--- src/rtl/regfile_mp_sb_if.sv ---
// Bus bundle for regfile_mp_sb: write port, two read ports, the
// reservation request and the scoreboard status outputs.
interface regfile_mp_sb_if #(
   parameter int WIDTH = 16,
   parameter int DEPTH = 8,
   parameter int AW    = 3
);
   logic [WIDTH-1:0] data_in;
   logic [AW-1:0]    writenum;
   logic             write;
   logic [AW-1:0]    readnum_a;
   logic [AW-1:0]    readnum_b;
   logic [WIDTH-1:0] data_out_a;
   logic [WIDTH-1:0] data_out_b;
   logic             busy_a;
   logic             busy_b;
   logic             reserve;
   logic [AW-1:0]    reservenum;
   logic             reserve_ok;
   logic [DEPTH-1:0] busy_vec;
   logic [AW:0]      busy_cnt;

   // Controller/datapath side.
   modport master (
      output data_in, writenum, write, readnum_a, readnum_b, reserve, reservenum,
      input  data_out_a, data_out_b, busy_a, busy_b, reserve_ok, busy_vec, busy_cnt
   );

   // Register file side.
   modport slave (
      input  data_in, writenum, write, readnum_a, readnum_b, reserve, reservenum,
      output data_out_a, data_out_b, busy_a, busy_b, reserve_ok, busy_vec, busy_cnt
   );
endinterface

--- src/rtl/regfile_mp_sb.sv ---
// Register file (WIDTH x DEPTH) with two combinational read ports, one
// synchronous write port and a per-register busy scoreboard.
//
// Reservation handshake: reserve is the request (valid), reserve_ok is the
// combinational acceptance (ready). A reservation takes effect at the rising
// edge where both are high; while reserve_ok is low the requester holds
// reserve and reservenum stable and retries on following cycles.
module regfile_mp_sb #(
   parameter int WIDTH   = 16,
   parameter int DEPTH   = 8,
   parameter int AW      = 3,
   parameter bit BYPASS  = 1'b1,
   parameter bit ZERO_R0 = 1'b0
) (
   input logic            clk,
   input logic            reset,
   regfile_mp_sb_if.slave bus
);

   localparam logic [AW:0] DEPTH_W = (AW+1)'(DEPTH);

   logic [WIDTH-1:0] regs [DEPTH];
   logic [DEPTH-1:0] busy;
   logic [AW:0]      cnt;

   logic             wr_valid;
   logic             rs_valid;
   logic             rs_ok;
   logic [DEPTH-1:0] wr_sel;
   logic [DEPTH-1:0] rs_hit;
   logic [DEPTH-1:0] rs_sel;
   logic             wr_busy;
   logic             rs_busy;
   logic             cnt_inc;
   logic             cnt_dec;
   logic [WIDTH-1:0] raw_a;
   logic [WIDTH-1:0] raw_b;
   logic             raw_busy_a;
   logic             raw_busy_b;

   function automatic logic in_range(input logic [AW-1:0] n);
      return {1'b0, n} < DEPTH_W;
   endfunction

   function automatic logic masked_r0(input logic [AW-1:0] n);
      return ZERO_R0 && (n == '0);
   endfunction

   // Decode write and reserve requests, and decide whether the reserve is accepted.
   always_comb begin
      wr_valid = bus.write && in_range(bus.writenum) && !masked_r0(bus.writenum);
      rs_valid = bus.reserve && in_range(bus.reservenum) && !masked_r0(bus.reservenum);
      wr_sel   = '0;
      rs_hit   = '0;
      for (int i = 0; i < DEPTH; i++) begin
         wr_sel[i] = wr_valid && (bus.writenum == AW'(i));
         rs_hit[i] = rs_valid && (bus.reservenum == AW'(i));
      end
      wr_busy = |(busy & wr_sel);
      rs_busy = |(busy & rs_hit);
      // A busy register may be re-reserved in the same cycle its writeback lands.
      rs_ok   = rs_valid && (!rs_busy || (wr_valid && (bus.writenum == bus.reservenum)));
      rs_sel  = rs_ok ? rs_hit : '0;
      // Count follows popcount: +1 only when a clear bit gets set, -1 only when a
      // set bit is cleared and not set again by a same-cycle reserve.
      cnt_inc = rs_ok && !rs_busy;
      cnt_dec = wr_valid && wr_busy && !(rs_ok && (bus.writenum == bus.reservenum));
   end

   // Read muxes with out-of-range / R0 masking, then write-to-read bypass.
   always_comb begin
      raw_a      = '0;
      raw_b      = '0;
      raw_busy_a = 1'b0;
      raw_busy_b = 1'b0;
      for (int i = 0; i < DEPTH; i++) begin
         if (!(ZERO_R0 && (i == 0))) begin
            if (bus.readnum_a == AW'(i)) begin
               raw_a      = regs[i];
               raw_busy_a = busy[i];
            end
            if (bus.readnum_b == AW'(i)) begin
               raw_b      = regs[i];
               raw_busy_b = busy[i];
            end
         end
      end
      bus.data_out_a = raw_a;
      bus.busy_a     = raw_busy_a;
      bus.data_out_b = raw_b;
      bus.busy_b     = raw_busy_b;
      if (BYPASS && wr_valid && (bus.writenum == bus.readnum_a)) begin
         bus.data_out_a = bus.data_in;
         bus.busy_a     = 1'b0;
      end
      if (BYPASS && wr_valid && (bus.writenum == bus.readnum_b)) begin
         bus.data_out_b = bus.data_in;
         bus.busy_b     = 1'b0;
      end
      bus.reserve_ok = rs_ok;
      bus.busy_vec   = busy;
      bus.busy_cnt   = cnt;
   end

   // Register storage, scoreboard bits and busy count; reset clears everything at once.
   always_ff @(posedge clk or posedge reset) begin
      if (reset) begin
         for (int i = 0; i < DEPTH; i++) regs[i] <= '0;
         busy <= '0;
         cnt  <= '0;
      end else begin
         for (int i = 0; i < DEPTH; i++) begin
            if (wr_sel[i]) regs[i] <= bus.data_in;
         end
         // Reserve is applied after the write clear so it wins on the same register.
         busy <= (busy & ~wr_sel) | rs_sel;
         if (cnt_inc && !cnt_dec)      cnt <= cnt + (AW+1)'(1);
         else if (cnt_dec && !cnt_inc) cnt <= cnt - (AW+1)'(1);
      end
   end

endmodule

--- src/flat_wrapper.sv ---
// flat-port wrapper written by rule: the top's interface ports become plain ports
module regfile_mp_sb_flat 
#(
   parameter int WIDTH   = 16,
   parameter int DEPTH   = 8,
   parameter int AW      = 3,
   parameter bit BYPASS  = 1'b1,
   parameter bit ZERO_R0 = 1'b0
)
  (clk, reset, bus_data_in, bus_writenum, bus_write, bus_readnum_a, bus_readnum_b, bus_reserve, bus_reservenum, bus_data_out_a, bus_data_out_b, bus_busy_a, bus_busy_b, bus_reserve_ok, bus_busy_vec, bus_busy_cnt);
  regfile_mp_sb_if #(.WIDTH(WIDTH), .DEPTH(DEPTH), .AW(AW)) bus_i ();
  input logic clk;
  input logic reset;
  input wire logic [$bits(bus_i.data_in)-1:0] bus_data_in;
  input wire logic [$bits(bus_i.writenum)-1:0] bus_writenum;
  input wire logic [$bits(bus_i.write)-1:0] bus_write;
  input wire logic [$bits(bus_i.readnum_a)-1:0] bus_readnum_a;
  input wire logic [$bits(bus_i.readnum_b)-1:0] bus_readnum_b;
  input wire logic [$bits(bus_i.reserve)-1:0] bus_reserve;
  input wire logic [$bits(bus_i.reservenum)-1:0] bus_reservenum;
  output wire logic [$bits(bus_i.data_out_a)-1:0] bus_data_out_a;
  output wire logic [$bits(bus_i.data_out_b)-1:0] bus_data_out_b;
  output wire logic [$bits(bus_i.busy_a)-1:0] bus_busy_a;
  output wire logic [$bits(bus_i.busy_b)-1:0] bus_busy_b;
  output wire logic [$bits(bus_i.reserve_ok)-1:0] bus_reserve_ok;
  output wire logic [$bits(bus_i.busy_vec)-1:0] bus_busy_vec;
  output wire logic [$bits(bus_i.busy_cnt)-1:0] bus_busy_cnt;
  assign bus_i.data_in = bus_data_in;
  assign bus_i.writenum = bus_writenum;
  assign bus_i.write = bus_write;
  assign bus_i.readnum_a = bus_readnum_a;
  assign bus_i.readnum_b = bus_readnum_b;
  assign bus_i.reserve = bus_reserve;
  assign bus_i.reservenum = bus_reservenum;
  assign bus_data_out_a = bus_i.data_out_a;
  assign bus_data_out_b = bus_i.data_out_b;
  assign bus_busy_a = bus_i.busy_a;
  assign bus_busy_b = bus_i.busy_b;
  assign bus_reserve_ok = bus_i.reserve_ok;
  assign bus_busy_vec = bus_i.busy_vec;
  assign bus_busy_cnt = bus_i.busy_cnt;
  regfile_mp_sb #(.WIDTH(WIDTH), .DEPTH(DEPTH), .AW(AW), .BYPASS(BYPASS), .ZERO_R0(ZERO_R0)) u_core (.clk(clk), .reset(reset), .bus(bus_i));
endmodule
--- config.mk ---
export PLATFORM = sky130hd
export DESIGN_NAME = regfile_mp_sb_flat
export DESIGN_NICKNAME = d
export VERILOG_FILES = /design/src/rtl/regfile_mp_sb_if.sv /design/src/rtl/regfile_mp_sb.sv /design/src/flat_wrapper.sv
export SDC_FILE = /design/constraint.sdc
export NUM_CORES = 1
export LEC_CHECK = 0
export ABC_CLOCK_PERIOD_IN_PS = 4200
export CORE_MARGIN = 4
export CORE_UTILIZATION = 55
export DETAILED_ROUTE_END_ITERATION = 16
export DONT_BUFFER_PORTS = 1
export GPL_TIMING_DRIVEN = 1
export MAX_ROUTING_LAYER = met4
export PLACE_DENSITY_LB_ADDON = 0.25
export SLEW_MARGIN = 25
export SYNTH_ARGS = -nofsm -noshare
export SYNTH_HDL_FRONTEND = slang
export SYNTH_SLANG_ARGS = --single-unit
export TNS_END_PERCENT = 1
--- constraint.sdc ---
create_clock -name clk -period 4.2 [get_ports clk]
set_input_delay 0.42 -clock clk [delete_from_list [all_inputs] [get_ports clk]]
set_output_delay 0.42 -clock clk [all_outputs]
set_load 0.02 [all_outputs]
==> flow_summary.ini <==
[timing]
tightest_slew_ps = 874
fmax_ghz = 0.338
finalWorstSetupSlack_ps = 1240
final_max_slew_viol_count = 0
period_minus_slack_ps = 2960
slew-limit-headroom_pct = 41.6
finalSetupViolCount = 0
finalCritPeriodShare_pct = 70.4
hold_viol_final = 0
setup-tns-final_ps = 0
rsz0062_at_grt = false
fin_skew_ps = 4.55

[power_and_ir_drop]
power_density_nw_per_um2 = 500
peakVddDrop_mv = 0.309
leakagePower_nw = 3.96

[worst_setup_path]
slowest_stage = dfrtp_1
crit_type = flop to flop
critPathLaunchType = flop
crit_top_cell = ha_1
arrival_ps = 3300
end_kind = flop
cpPeakStageDelay_ps = 510
crit_fanout = 8
crit_chain = and4b_4, a311oi_4, and4_1, ha_1, inv_1, ha_1, a21o_1, a21oi_1, mux2i_1, xnor2_1
required_ps = 4550

[final_layout]
syn_to_final_growth_pct = 6.85
final_nets = 792
n_antenna_cell = 0
drive_gt1_share_pct = 27.2

[yosys]
syn_nets = 841
synth_enable_flop_cells = 0
yosysWarnings = 0
synth_cell_types = 57
postSynth.asyncResetShare_pct = 100
ys_ff_latch = 140
ys_seq_area_share_pct = 40.1
avgSynthCellArea_um2 = 10.8
synthFlopType = dfrtp_1
synthCells = 805
netlist_area_um2 = 8730

[drt]
drc = 0
drt_iter0_drc = 543
vias = 6661
viasPerCell = 6.80
first_pass_iters = 5
wl_mm = 24.5
detail-route-antenna-nets = 0
wl_per_cell_um = 25.0

[global_route]
grt_pass1_vias = 6760
track_usage_pct = 28.4
grt_max_degree = 60
antenna_found_initial = 0
grt_pass1_wl_mm = 38.3
overflow = 0

[place]
place.gp.congestion = 0.888
port_buffers = 0
pre_cts_slack_ps = 1270
dp_hpwl_mm = 15.0

[status]
outcome = complete, no violations

[die]
ioPinCount = 79
die_w_um = 134
rows = 45
die_area_um2 = 17900
placeableCoreArea_um2 = 15400
dieHeight_um = 134
floorplan.initialDensity_pct = 56.8

[cts]
cts.clk_slew.worst_paths_ps = 60
numCtsBuffers = 17
htree_levels = 4
cts_root_buf = clkbuf_16
cts_buffer_depth = 2
ctsResizeCount = 0
cts_tree = yes
clock-sinks = 140
clk_latency_ps = 430

[min_path]
hp-class = primary input to flop

[run]
cap_violations = 0
[path summary, 6_finish.rpt]
path / from / to / slack, ps / cells past startpoint
worst max register to register: u_core.bus.busy_vec[6]$_DFF_PP0_ / u_core.bus.busy_cnt[3]$_DFFE_PP0P_ / 1240 / 10
worst max-delay path: u_core.bus.busy_vec[6]$_DFF_PP0_ / u_core.bus.busy_cnt[3]$_DFFE_PP0P_ / 1240 / 10
max in group asynchronous: reset / u_core.bus.busy_vec[5]$_DFF_PP0_ / 2620 / 3
worst min register to register: u_core.regs[3]$_DFFE_PP0P_ / u_core.regs[3]$_DFFE_PP0P_ / 500 / 2
min in group asynchronous: reset / u_core.regs[0]$_DFFE_PP0P_ / 550 / 2
worst min-delay path: bus_reservenum[0] / u_core.bus.busy_vec[6]$_DFF_PP0_ / 80 / 1
[layout make-up]
class	instances	area [um^2]
fill	1238	6050
inverter	14	57.6
multi-input combinational	570	4760
tap	211	264
clock inverter	10	161
sequential	140	3500
timing repair buffer	13	100
clock buffer	22	474
[timing repair]
item                                   4_1_cts  5_1_grt
hold buffers                                 1        0
endpoints found under the hold margin       57        0
buffers inserted                             0        0
[cell usage in the layout (no fill, tap or decap), drive strengths merged, types with 4 or more instances in the layout]
cell / synthesis / final
bufinv: 0 / 4
a31oi: 23 / 23
nor3b: 19 / 19
nand3: 9 / 9
a2bb2oi: 4 / 4
nor2: 56 / 56
o2bb2ai: 8 / 8
o22ai: 24 / 24
clkbuf: 29 / 22
inv: 14 / 15
mux2i: 74 / 74
nand4b: 7 / 7
nor2b: 6 / 6
dfrtp: 140 / 140
nand2: 22 / 22
nand4: 9 / 9
and2: 5 / 5
mux2: 126 / 126
or2: 10 / 10
o21ai: 77 / 77
xnor2: 9 / 9
a21oi: 6 / 6
mux4: 17 / 17
buf: 52 / 12
and3: 5 / 5
nand2b: 18 / 18
[through the flow]
stage / cells / instance area (um^2) / hold slack [ps] / total power [mW] / util [%]
2_1_floorplan: 805 / 8730 / 461 / 2.85 / -
3_3_place_gp: 947 / 8670 / 363 / 2.98 / 56.4
3_5_place_dp: 947 / 8670 / 372 / 3.05 / 56.4
4_1_cts: 980 / 9320 / 63.3 / 4.67 / 60.6
5_1_grt: 980 / 9320 / 63.3 / 4.87 / 60.7
6_report: 980 / 9320 / 77.6 / 4.66 / 60.7
[registers in the layout, indices dropped and copies added, names as in the netlist]
name and flops:
u_core.bus.busy_cnt 4, u_core.regs 128, u_core.bus.busy_vec 8
[report_power, final]
part | total (mW) | internal [mW] | switching (mW) | leakage, nW
logic | 1.05 | 0.541 | 0.511 | 1.97
clock network | 1.62 | 1.04 | 0.576 | 0.303
registers | 1.99 | 1.66 | 0.330 | 1.69
total | 4.66 | 3.24 | 1.42 | 3.96
[critical path, delay by kind of cell, from the launching register on]
kind,cells,cell delay [ps]
AO/OA/AOI/OAI,3,810
AND/OR/NAND/NOR,2,570
flip-flops,1,510
adder cells (fa/ha/maj),2,490
multiplexers,1,240
XOR/XNOR,1,150
buffers and inverters,1,110
[logic make-up after synthesis]
group / Yosys count / synth area share [%]
buf+inv: 95 / 5.71
fa+ha+maj: 4 / 0.660
compound gates: 159 / 11.3
xor+xnor: 12 / 1.20
mux: 217 / 29.2
flops: 140 / 40.1
simple gates: 178 / 11.8
[synthesized netlist by cell type (9+ instances only)]
library cell / number / share of area, %
dfrtp_1: 140 / 40
mux2_2: 126 / 16
o21ai_0: 75 / 4.3
mux2i_1: 74 / 8.5
nor2_1: 56 / 2.4
clkbuf_1: 28 / 1.2
buf_2: 25 / 1.4
o22ai_1: 24 / 1.7
a31oi_1: 23 / 1.6
nand2_1: 22 / 0.95
nor3b_1: 19 / 1.6
nand2b_1: 18 / 1.3
mux4_2: 16 / 4.1
buf_4: 13 / 1.1
inv_1: 13 / 0.56
or2_2: 10 / 0.72
nand3_1: 9 / 0.52
xnor2_1: 9 / 0.90
[routing by layer]
metal / GRT usage [%] / share of wire, %
met5: - / 0
met4: 9.89 / 2.4
met3: 5.48 / 6.5
met2: 45.0 / 48
met1: 36.8 / 43
Power figures use the tool's default switching activity.
==> RTL edit, RTL diff (same settings) <==
`ZERO_R0` is set to 1'b0 in 2 places; all go to 1'b1.
--- a/src/rtl/regfile_mp_sb.sv
+++ b/src/rtl/regfile_mp_sb.sv
@@ -11,5 +11,5 @@
    parameter int AW      = 3,
    parameter bit BYPASS  = 1'b1,
-   parameter bit ZERO_R0 = 1'b0
+   parameter bit ZERO_R0 = 1'b1
 ) (
    input logic            clk,
--- a/src/flat_wrapper.sv
+++ b/src/flat_wrapper.sv
@@ -6,5 +6,5 @@
    parameter int AW      = 3,
    parameter bit BYPASS  = 1'b1,
-   parameter bit ZERO_R0 = 1'b0
+   parameter bit ZERO_R0 = 1'b1
 )
   (clk, reset, bus_data_in, bus_writenum, bus_write, bus_readnum_a, bus_readnum_b, bus_reserve, bus_reservenum, bus_data_out_a, bus_data_out_b, bus_busy_a, bus_busy_b, bus_reserve_ok, bus_busy_vec, bus_busy_cnt);
Formal check against the unedited RTL: not equivalent (a bounded check fails within 4 cycles, from zero or initial values and one cycle with reset high).
==> RTL edit against the unedited design <==
  * Final cell count is 13% lower
  * Worst setup slack better by 0.23 ns
  * Power is 10% lower
  * Via count is 15% lower
  * Area after synthesis is 15% lower
  * Fmax is 8.5% higher
  * Design area is 15% lower
  * Sequential cell count is 16 lower
  * Routed wire length is 20% lower
==> RTL edit: results (changes against the unedited design) <==
metric;value;unit;change
H-tree depth;4;;unchanged
Largest Register;u_core.regs;;
Post-CTS Setup Bufs;0;;unchanged
vias after detailed routing;5633;;-15%
largest net degree at the start of global routing;63;;+5.0%
Hold WC Path Type;in -> async;;
most frequent cells after synthesis;mux2_2, dfrtp_1, nand2_1, o21ai_0;;
outcome;completed;;
Final HPWL DP;11.8;mm;-21%
max reg flops;112;;-13%
CP delay by family, top;compound AO/OA/AOI/OAI gates;;
CP Max Fanout;5;;-3
initial antenna violation count;0;;unchanged
Clock Latency Late Sink;0.42;ns;
clk root buf;clkbuf_16;;
Main synth FF type;dfrtp_1;;
WP data arrival;3.03;ns;-0.27 ns
fraction of layout cells with a size suffix above 1;30.2;%;+3.1 points
clk buf depth;2;;unchanged
synth unique cells;56;;-1.8%
Clock Skews;0.00192;ns;-0.00263 ns
first-pass GRT wire length;30.8;mm;-20%
Max-slew headroom;33.6;%;-8.0 points
Seq/Total Area, Yosys;41.9;%;+1.7 points
CP max stage delay;0.55;ns;+0.04 ns
vias in the first global route;5653;;-16%
Diodes inserted;0;;unchanged
Post-CTS Resized;0;;unchanged
Final Wtd Congestion;0.901;;+1.4%
critical path startpoint;u_core.bus.busy_vec[1]$_DFF_PP0_;;
fillers;1111;;-10%
Pleak;0.00325;uW;-18%
Reg clk slew, reported paths;0.06;ns;about the same
Layout Nets;704;;-11%
1st-iter DRT viols;549;;+1.1%
IO buf count;0;;unchanged
Worst VDD drop;0.000320;V;+3.6%
Ys Warns;0;;unchanged
Post-synth ARST share;100;%;unchanged
largest cells by area after synthesis;dfrtp_1, mux2_2, nand2_1, o21ai_0, a221oi_1;;
Total Routing Usage GR;27.3;%;-1.1 points
TritonCTS Buffers;17;;unchanged
slowest CP cell;dfrtp_1;;
Initial DRT Pass Iterations;5;;unchanged
syn nets;749;;-11%
WL final;19.6;mm;-20%
-- RTL edit: layout make-up --
cell class / count / area [um^2] / share of cell area [%]
Sequential cell: 124 / 3100 / 39.2
Inverter: 13 / 51.3 / 0.648
Clock inverter: 12 / 169 / 2.14
Tap cell: 176 / 220 / 2.78
Multi-Input combinational cell: 504 / 3850 / 48.7
Clock buffer: 20 / 457 / 5.77
Timing Repair Buffer: 8 / 60.1 / 0.759
-- RTL edit: per-stage QoR --
| stage | util (%) | instance area (um^2) | setup WS, ns | instances | power, uW |
|---|---|---|---|---|---|
| final | 59.7 | 7910 | 1.47 | 857 | 4190 |
| after global routing | 59.7 | 7910 | 1.34 | 857 | 4380 |
| after CTS | 59.7 | 7910 | 1.48 | 857 | 4200 |
| after detailed placement | 55.0 | 7280 | 1.27 | 825 | 2640 |
| after global placement | 55.0 | 7280 | 1.35 | 825 | 2580 |
| after floorplan | - | 7410 | 0.481 | 713 | 2500 |
-- RTL edit: worst register-to-register path: stages, from the launching register on --
cell and delay [ns]:
dfrtp_1 0.55, inv_1 0.12, o31ai_1 0.24, a31oi_1 0.12
a211o_1 0.30, ha_1 0.22, inv_1 0.12, ha_1 0.25
a21o_1 0.18, a21oi_1 0.16, xnor2_1 0.14, nor2_1 0.06
xor2_1 0.14
-- RTL edit: routing by layer --
| metal | wire (um) | part of all wire [%] | global-route usage [%] | vias to the layer above |
|---|---|---|---|---|
| met2 | 9580 | 49 | 42.4 | 230 |
| met4 | 387 | 2.0 | 10.5 | 0 |
| li1 | - | - | - | 2538 |
| met3 | 1280 | 6.5 | 5.77 | 29 |
| met1 | 8380 | 43 | 35.3 | 2836 |
| met5 | 0 | 0 | - | - |
-- RTL edit: worst paths after layout --
check	slack, ns	depth (start not counted)	endpoint
min in group clk	0.10	2	u_core.regs[30]$_DFFE_PP0P_
max in group asynchronous	3.25	2	u_core.regs[41]$_DFFE_PP0P_
max	1.47	12	u_core.bus.busy_cnt[3]$_DFFE_PP0P_
min	0.02	1	u_core.bus.busy_vec[7]$_DFF_PP0_
min reg2reg	0.50	2	u_core.regs[25]$_DFFE_PP0P_
max reg2reg	1.47	12	u_core.bus.busy_cnt[3]$_DFFE_PP0P_
-- RTL edit: cell families (layout without fill, tap and decap cells) --
logic type	Yosys count	count (layout)	share of synthesized area (%)
compound gates	197	197	16.7
mux	157	157	23.9
simple gates	133	133	9.12
flops	124	124	41.9
buf+inv	85	53	6.16
xor+xnor	13	13	1.54
fa+ha+maj	4	4	0.777
-- RTL edit: power breakdown --
part	switching, uW	internal [uW]	total (uW)	leakage, uW
Combinational	428	453	881	0.00144
Clock	547	1020	1560	0.000306
Sequential	274	1470	1740	0.00150
